$ cat src/rtl/ldpc_sparse_expand_by_e_if.sv
// Stream bundle for ldpc_sparse_expand_by_e: word input side and expanded beat output side.
// o_output_last exists only when LDPC_EXPAND_LAST_EN is defined.
interface ldpc_sparse_expand_by_e_if #(
  parameter int WIDTH = 96
);
  logic [WIDTH-1:0] i_input_data;
  logic             i_input_valid;
  logic             o_input_ready;
  logic [WIDTH-1:0] o_output_data;
  logic             o_output_valid;
  logic             i_output_ready;
`ifdef LDPC_EXPAND_LAST_EN
  logic             o_output_last;
`endif

  modport slave (
    input  i_input_data, i_input_valid, i_output_ready,
`ifdef LDPC_EXPAND_LAST_EN
    output o_output_last,
`endif
    output o_input_ready, o_output_data, o_output_valid
  );

  modport master (
    output i_input_data, i_input_valid, i_output_ready,
`ifdef LDPC_EXPAND_LAST_EN
    input  o_output_last,
`endif
    input  o_input_ready, o_output_data, o_output_valid
  );
endinterface

$ cat src/rtl/ldpc_sparse_expand_by_e.sv
// Ping-pong buffered expander: each accepted word is replayed as OUTPUT_LENGTH circulant-rotated beats.
// Optional o_output_last flag is enabled by defining LDPC_EXPAND_LAST_EN.
module ldpc_sparse_expand_by_e #(
  parameter int WIDTH         = 96,
  parameter int OUTPUT_LENGTH = 11,
  parameter int SHIFT_STEP    = 7
) (
  input  logic                          i_clock,
  input  logic                          i_reset,
  ldpc_sparse_expand_by_e_if.slave      bus
);

  localparam int BW = (OUTPUT_LENGTH > 1) ? $clog2(OUTPUT_LENGTH) : 1;
  localparam logic [BW-1:0] LAST_BEAT = BW'(OUTPUT_LENGTH - 1);

  typedef enum logic {
    RD_WAIT = 1'b0,
    RD_EMIT = 1'b1
  } rd_state_t;

  function automatic logic [WIDTH-1:0] rotl_beat(input logic [WIDTH-1:0] x, input logic [BW-1:0] beat);
    logic [31:0]        amt;
    logic [2*WIDTH-1:0] dbl;
    amt = (32'(beat) * 32'(SHIFT_STEP)) % 32'(WIDTH);
    dbl = {x, x} << amt;
    return dbl[2*WIDTH-1 -: WIDTH];
  endfunction

  rd_state_t                state_q, state_d;
  logic [1:0][WIDTH-1:0]    stor_q, stor_d;
  logic [1:0]               full_q, full_d;
  logic                     wr_ptr_q, wr_ptr_d;
  logic                     rd_ptr_q, rd_ptr_d;
  logic [BW-1:0]            beat_q, beat_d;
  logic [WIDTH-1:0]         data_q, data_d;
`ifdef LDPC_EXPAND_LAST_EN
  logic                     last_q, last_d;
`endif
  logic                     ready_s;
  logic                     accept_s;
  logic                     hs_s;

  // Ready is masked by reset so the block never advertises space while held in reset.
  assign ready_s  = ~full_q[wr_ptr_q] & ~i_reset;
  assign accept_s = bus.i_input_valid & ready_s;
  assign hs_s     = (state_q == RD_EMIT) & bus.i_output_ready;

  // Next-state for buffers, pointers, beat counter, readout FSM and the registered output beat.
  always_comb begin
    stor_d   = stor_q;
    full_d   = full_q;
    wr_ptr_d = wr_ptr_q;
    rd_ptr_d = rd_ptr_q;
    beat_d   = beat_q;
    state_d  = state_q;
    data_d   = '0;

    if (accept_s) begin
      stor_d[wr_ptr_q] = bus.i_input_data;
      full_d[wr_ptr_q] = 1'b1;
      wr_ptr_d         = ~wr_ptr_q;
    end else begin
      wr_ptr_d = wr_ptr_q;
    end

    if (hs_s) begin
      if (beat_q == LAST_BEAT) begin
        full_d[rd_ptr_q] = 1'b0;
        rd_ptr_d         = ~rd_ptr_q;
        beat_d           = '0;
      end else begin
        beat_d = beat_q + BW'(1);
      end
    end else begin
      beat_d = beat_q;
    end

    // Looking at the post-update flags gives latency 1 and back-to-back blocks without a bubble.
    case (state_q)
      RD_WAIT: begin
        if (full_d[rd_ptr_d]) begin
          state_d = RD_EMIT;
        end else begin
          state_d = RD_WAIT;
        end
      end
      RD_EMIT: begin
        if (hs_s && (beat_q == LAST_BEAT)) begin
          state_d = full_d[rd_ptr_d] ? RD_EMIT : RD_WAIT;
        end else begin
          state_d = RD_EMIT;
        end
      end
      default: state_d = RD_WAIT;
    endcase

    if (state_d == RD_EMIT) begin
      data_d = rotl_beat(stor_d[rd_ptr_d], beat_d);
    end else begin
      data_d = '0;
    end
  end

`ifdef LDPC_EXPAND_LAST_EN
  // Last flag accompanies the final beat of each block.
  always_comb begin
    if (state_d == RD_EMIT) begin
      last_d = (beat_d == LAST_BEAT);
    end else begin
      last_d = 1'b0;
    end
  end
`endif

  // State and output registers with asynchronous clear.
  always_ff @(posedge i_clock or posedge i_reset) begin
    if (i_reset) begin
      state_q  <= RD_WAIT;
      stor_q   <= '0;
      full_q   <= 2'b00;
      wr_ptr_q <= 1'b0;
      rd_ptr_q <= 1'b0;
      beat_q   <= '0;
      data_q   <= '0;
`ifdef LDPC_EXPAND_LAST_EN
      last_q   <= 1'b0;
`endif
    end else begin
      state_q  <= state_d;
      stor_q   <= stor_d;
      full_q   <= full_d;
      wr_ptr_q <= wr_ptr_d;
      rd_ptr_q <= rd_ptr_d;
      beat_q   <= beat_d;
      data_q   <= data_d;
`ifdef LDPC_EXPAND_LAST_EN
      last_q   <= last_d;
`endif
    end
  end

  assign bus.o_input_ready  = ready_s;
  assign bus.o_output_valid = (state_q == RD_EMIT);
  assign bus.o_output_data  = data_q;
`ifdef LDPC_EXPAND_LAST_EN
  assign bus.o_output_last  = last_q;
`endif

endmodule
$ cat src/flat_wrapper.sv
// flat-port wrapper written by rule: the top's interface ports become plain ports
module ldpc_sparse_expand_by_e_flat 
#(
  parameter int WIDTH         = 96,
  parameter int OUTPUT_LENGTH = 11,
  parameter int SHIFT_STEP    = 7
)
  (i_clock, i_reset, bus_i_input_data, bus_i_input_valid, bus_i_output_ready, bus_o_input_ready, bus_o_output_data, bus_o_output_valid);
  ldpc_sparse_expand_by_e_if #(.WIDTH(WIDTH)) bus_i ();
  input  logic i_clock;
  input  logic i_reset;
  input wire logic [$bits(bus_i.i_input_data)-1:0] bus_i_input_data;
  input wire logic [$bits(bus_i.i_input_valid)-1:0] bus_i_input_valid;
  input wire logic [$bits(bus_i.i_output_ready)-1:0] bus_i_output_ready;
  output wire logic [$bits(bus_i.o_input_ready)-1:0] bus_o_input_ready;
  output wire logic [$bits(bus_i.o_output_data)-1:0] bus_o_output_data;
  output wire logic [$bits(bus_i.o_output_valid)-1:0] bus_o_output_valid;
  assign bus_i.i_input_data = bus_i_input_data;
  assign bus_i.i_input_valid = bus_i_input_valid;
  assign bus_i.i_output_ready = bus_i_output_ready;
  assign bus_o_input_ready = bus_i.o_input_ready;
  assign bus_o_output_data = bus_i.o_output_data;
  assign bus_o_output_valid = bus_i.o_output_valid;
  ldpc_sparse_expand_by_e #(.WIDTH(WIDTH), .OUTPUT_LENGTH(OUTPUT_LENGTH), .SHIFT_STEP(SHIFT_STEP)) u_core (.i_clock(i_clock), .i_reset(i_reset), .bus(bus_i));
endmodule
$ cat config.mk
export PLATFORM = sky130hd
export DESIGN_NAME = ldpc_sparse_expand_by_e_flat
export DESIGN_NICKNAME = d
export VERILOG_FILES = /design/src/rtl/ldpc_sparse_expand_by_e_if.sv /design/src/rtl/ldpc_sparse_expand_by_e.sv /design/src/flat_wrapper.sv
export SDC_FILE = /design/constraint.sdc
export NUM_CORES = 1
export LEC_CHECK = 0
export CAP_MARGIN = 15
export CORE_ASPECT_RATIO = 0.75
export CORE_MARGIN = 5
export CORE_UTILIZATION = 50
export DETAILED_ROUTE_END_ITERATION = 8
export GPL_TIMING_DRIVEN = 0
export PLACE_DENSITY = 0.71
export SYNTH_ARGS = -nofsm -noshare
export SYNTH_HDL_FRONTEND = slang
export SYNTH_SLANG_ARGS = --single-unit
$ cat constraint.sdc
create_clock -name i_clock -period 10.7 [get_ports i_clock]
set_clock_uncertainty 0.2 [all_clocks]
set_input_delay 1.07 -clock i_clock [delete_from_list [all_inputs] [get_ports i_clock]]
set_output_delay 1.07 -clock i_clock [all_outputs]
set_load 0.02 [all_outputs]
Yosys cells after proc, flatten, opt, wreduce, memory -nomap -nowiden
Cells that the tools add are included.
Widths: inputs -> output; s select.
Operators by class
  magnitude comparators: 5
  add/subtract/negate cells: 1
  mux-type cells: 25
  bitwise operators: 11
  eq/ne operators: 1
  $mul: 1
  reduce and logical (&&, ||, !) cells: 3
  shift operators: 1
  div/mod/pow operators: 1
Operators with widths (count)
  $mux 96: 4
  $bwmux 192: 1
  $mux 192: 1
  $shl 192x32->192: 1
  $demux 96 s1: 1
  $mod 7x7->32 const B: 1
  $mux 1: 10
  $mux 4: 2
  $mul 4x3->7 const B: 1
  $lt 1x2->1 const B: 3
  $mux 2: 3
  $not 1->1: 5
  $add 4x1->4 const B: 1
  $eq 4x4->1 const B: 1
  $and 1x1->1: 3
  $logic_and 1x1->1: 3
  $and 2x2->2: 1
  $demux 1 s1: 2
  $ge 1x1->1 const B: 2
  $not 2->2: 1
  $or 2x2->2: 1
  $pmux 1 s2: 1
Word-level totals
  output and inout bits: 98
  bits in read-only memories: 0
  bits in latches: 0
  register bits after elaboration: 297
  RAM bits: 0
  logic and storage cells: 57
  memories kept: 0

Depth between registers and ports, before layout
  depth after elaboration: 15
  depth in mapped cells: 26
  depth with buffers taken out: 23

Worst setup path before layout
No wires, ideal clock.
  path kind: in2reg
  from: input bus_i_output_ready
  to: register u_core.data_q[59] (netlist: u_core.bus.o_output_data[59])
  stages on the path: 20
  slack: 4.119 ns
  data arrival time: 6.239 ns
  cells stage by stage: nand2_1 -> o31ai_1 -> fa_1 -> ha_1 -> fa_1 -> a21o_1 -> a21oi_1 -> inv_1 -> ha_1 -> o2bb2ai_1 -> nor2_1 -> a31o_2 -> nand2b_1 -> clkbuf_1 -> clkbuf_1 -> o2111ai_1 -> mux4_2 -> mux2_2 -> o22ai_1 -> a211oi_1
On the way
  elaborated cells on any way between the ends: 16
  those cells by class: mul: 1; div: 1; shift: 1; mux: 11; bitwise: 1; reduce/logical: 1
RTL lines
  from (decl): line flat_wrapper.sv:14  | input wire logic [$bits(bus_i.i_output_ready)-1:0] bus_i_output_ready;
  $and 1x1->1: line ldpc_sparse_expand_by_e.sv:46  | assign hs_s = (state_q == RD_EMIT) & bus.i_output_ready;
  $mux 4: line ldpc_sparse_expand_by_e.sv:66  | if (hs_s) begin
  via u_core.beat_d[1]: line ldpc_sparse_expand_by_e.sv:34  | logic [BW-1:0] beat_q, beat_d;
  $mul 4x3->7: line ldpc_sparse_expand_by_e.sv:24  | amt = (32'(beat) * 32'(SHIFT_STEP)) % 32'(WIDTH);
  $mod 7x7->32: line ldpc_sparse_expand_by_e.sv:24
  $shl 192x32->192: line ldpc_sparse_expand_by_e.sv:25  | dbl = {x, x} << amt;
  $mux 96: line ldpc_sparse_expand_by_e.sv:97  | if (state_d == RD_EMIT) begin
  via u_core.data_d[59]: line ldpc_sparse_expand_by_e.sv:35  | logic [WIDTH-1:0] data_q, data_d;
  to (signal assigned): line ldpc_sparse_expand_by_e.sv:135  | data_q <= data_d;
  to (decl): line ldpc_sparse_expand_by_e.sv:35
The timed path passes the listed nets, and every way through them passes these cells. The select of a mux whose other input is x is not followed.
A chain may end at the register's enable or synchronous reset.

Worst setup path in the final report
  from: input bus_i_output_ready
  to: register u_core.data_q[92] (netlist: u_core.bus.o_output_data[92])
The elaborated chain is that of the path after synthesis.

==> results.cfg <==
[outcome]
status = complete, no violations

[logic_synthesis]
yosysUniqueCellTypes = 74
synthArstFlopShare_pct = 100
synth_area_leaders = dfrtp_1 38%, mux2_2 10%, nand3_1 7.0%
synth_top_flop_cell = dfrtp_1
netlist.area_leader.share_pct = 37.8
synth_cells = 2113
syn_area_per_cell_sq_um = 9.31
yosysWarnings = 0
ys_ff_latch = 297
yosysSeqAreaShare_pct = 37.8
syn_nets = 2227
synth_edf_count = 0
syn_area_sq_mm = 0.0197
yosysTopAreaCell = dfrtp_1

[detailed_routing]
drtPass1Iterations = 8
routed_wl_microns = 103000
via_per_inst = 7.55
via_count = 21800
drc_errors = 0
drt_iter0_drc = 4239
wl_per_cell_microns = 35.5
postRouteAntennaNets = 0

[timing]
worstMarginPinSlew_ns = 1.33
slew_viol_final = 0
fmax_ghz = 0.106
post-route-period-util_pct = 88.3
rsz0062_at_grt = false
timing.final.hold_violations = 0
worst_hold_slack_ns = 0.283
report.final.setup_viol = 0
layout_min_cycle_time_ns = 9.44
slew_headroom_pct = 11.6

[worst_setup_path]
path_class = in2reg
crit_chain = clkdlybuf4s50_1 > nand2_1 > nor3_1 > a21oi_1 > o21ai_0 > fa_1 > inv_1 > ha_1 > a211o_1 > nand3_1 > nand2_1 > inv_1 > ha_1 > o2bb2ai_1 > nor2_1 > a311oi_2 > clkbuf_1 > nand3_1 > o2111ai_1 > o22ai_1 > nor2_1 > mux2_2 > nor2_1 > a2111oi_0
cp_num_buf_inv = 4
cp.arrival_ns = 9.66
cpMostUsedCell = nor2_1
cp.required_ns = 10.92
crit_slowest_cell = a311oi_2
crit-reg2reg-capture = u_core.bus.o_output_data[92]$_DFF_PP0_
crit_fanout = 10
critPathCaptureType = register
critical-path-max-stage-delay_ns = 1.14
cp-start-kind = primary input
crit_start = bus_i_output_ready
crit_family = compound AO/OA/AOI/OAI gates
rr_startpoint = u_core.beat_q[0]$_DFF_PP0_
reg2reg_depth = 24
r2r_setup_slack_ns = 1.63

[placement]
port_buffers = 197
dpl.hpwl_microns = 81600
place.gp.congestion = 1.16

[floorplanning]
std_cell_rows = 63
dieHeight_microns = 182
die_area_sq_mm = 0.0435
die_w_microns = 239
coreArea_sq_mm = 0.0392
start_util_pct = 50.2
ios = 198

[hold_path]
hold_end = u_core.stor_q[121]$_DFF_PP0_
min_path_cells = 2
hold_path_class = reg2reg
hp-start = u_core.stor_q[121]$_DFF_PP0_

[layout]
drive_above_1_share_pct = 13.5
final_nets = 2463
regArea_sq_mm = 0.00743
syn_to_final_growth_pct = 19.0
fillers = 3258
multi_input_area_sq_mm = 0.0114

[job]
maxCapViolCount = 0

[clock_network]
cts_root_buf = clkbuf_16
postCtsSetupBuffers = 0
cts_buffer_depth = 3
cts_resized = 0
cts_tree = yes
cts.clk_slew.worst_paths_ns = 0.06
cts_sinks = 297
h-tree-depth = 1
postCtsHoldBufs = 0
cts_buffers = 29
clk_latency_ns = 0.59

[grt]
grt_max_degree = 117
track_usage_pct = 45.5
grt_pass1_vias = 21100
antenna_found_initial = 4
grt_pass1_wl_microns = 146000
grt_overflow_total = 0
[layout by cell type, fill, tap and decap left out, types with 14 or more instances in the layout]
cell             count
or3_1               78
o2111ai_1           68
o22a_1              23
o21ai_0             62
mux2i_1             99
nor2_1             146
mux4_2              17
nand4_1             22
clkbuf_16           29
a22oi_1             17
o221ai_1            16
a21o_1              93
nor3_1              15
o22ai_1            114
o211ai_1            24
buf_1               18
dfrtp_1            297
clkdlybuf4s50_1    197
a221o_1             33
nand2_1            125
clkbuf_1           128
nand3_1            274
inv_1               14
a21oi_1             61
buf_2               38
mux2_2             179
[routing by layer]
layer  track usage [%]  routed length [microns]  share of wire, %
met5              2.81                      230              0.22
met4              15.7                     4860               4.7
met3              24.0                    18100                18
met2              59.6                    39000                38
met1              63.6                    40500                39
[worst min-delay path, delay by kind of cell, from the launching register on]
kind	cells	cell delay, ns
DFF	1	0.32
and+or+nand+nor	2	0.12
[area by class of cell]
type / instances / share of cell area [%]
Multi-Input combinational cell: 1611 / 48.5
Sequential cell: 297 / 31.7
Timing Repair Buffer: 205 / 8.82
Buffer: 189 / 3.48
Clock buffer: 36 / 3.38
Tap cell: 520 / 2.78
Clock inverter: 17 / 0.961
Inverter: 16 / 0.288
Antenna cell: 1 / 0.0107
[metrics by stage]
stage	utilization, %	std cells	TNS, ns	worst slack (ns)	instance area (sq um)
after floorplan	-	2113	0	1.23	19700
after global placement	56.9	2830	-448.84	-1.56	22300
after detailed placement	57.1	2833	0	1.32	22400
after CTS	59.7	2886	0	1.90	23400
after global routing	59.8	2892	0	1.20	23400
final	59.8	2892	0	1.26	23400
[state kept, by name, summed over array words and instances (netlist names)]
| name | cells |
|---|---|
| u_core.beat_q | 4 |
| u_core.bus.o_output_data | 96 |
| u_core.bus.o_output_valid | 1 |
| u_core.full_q | 2 |
| u_core.rd_ptr_q | 1 |
| u_core.stor_q | 192 |
| u_core.wr_ptr_q | 1 |
[cell usage after synthesis (3+ instances only)]
library cell	number
a211oi_1	13
mux2_2	179
and2_1	8
buf_2	36
or3_1	78
buf_1	18
buf_6	6
a311oi_2	3
ha_1	10
o22a_1	23
fa_1	4
a211o_1	7
a2111oi_0	3
o22ai_1	114
o21ai_1	13
buf_4	4
o221ai_1	16
a31o_2	3
a222oi_1	3
o211ai_2	3
a21o_1	93
mux2i_1	99
a21oi_1	61
a221oi_1	13
a221o_1	33
nor3_1	15
or2_1	3
o21a_1	8
a31oi_1	3
nand2b_1	5
nand2_1	125
nand3_1	274
nor2_1	146
nand4_1	22
a2111oi_1	4
o2111ai_1	68
clkbuf_1	125
o21ai_0	62
mux4_2	17
o211ai_1	24
inv_1	15
dfrtp_1	297
a22oi_1	17
[worst max-delay path by stage]
stage	cells past startpoint	slack, ns	end
detailed placement	24	1.32	u_core.bus.o_output_data[92]$_DFF_PP0_
CTS	24	1.90	u_core.bus.o_output_data[92]$_DFF_PP0_
global placement	2	-1.56	u_core.stor_q[152]$_DFF_PP0_
finish	24	1.26	u_core.bus.o_output_data[92]$_DFF_PP0_
global route	24	1.20	u_core.bus.o_output_data[92]$_DFF_PP0_
floorplan	1	1.23	u_core.beat_q[0]$_DFF_PP0_
[kinds of logic after synthesis]
family | share of synthesized area (%)
and+or+nand+nor | 16.8
AOI/OAI and AO/OA | 22.5
muxes | 17.4
DFF | 37.8
buffers and inverters | 4.44
adders and majority gates | 1.04
xor gates and xnor gates | 0.0890
Power is not shown: default switching activity piles up to over one toggle a cycle in this logic, so the estimate is an artifact.
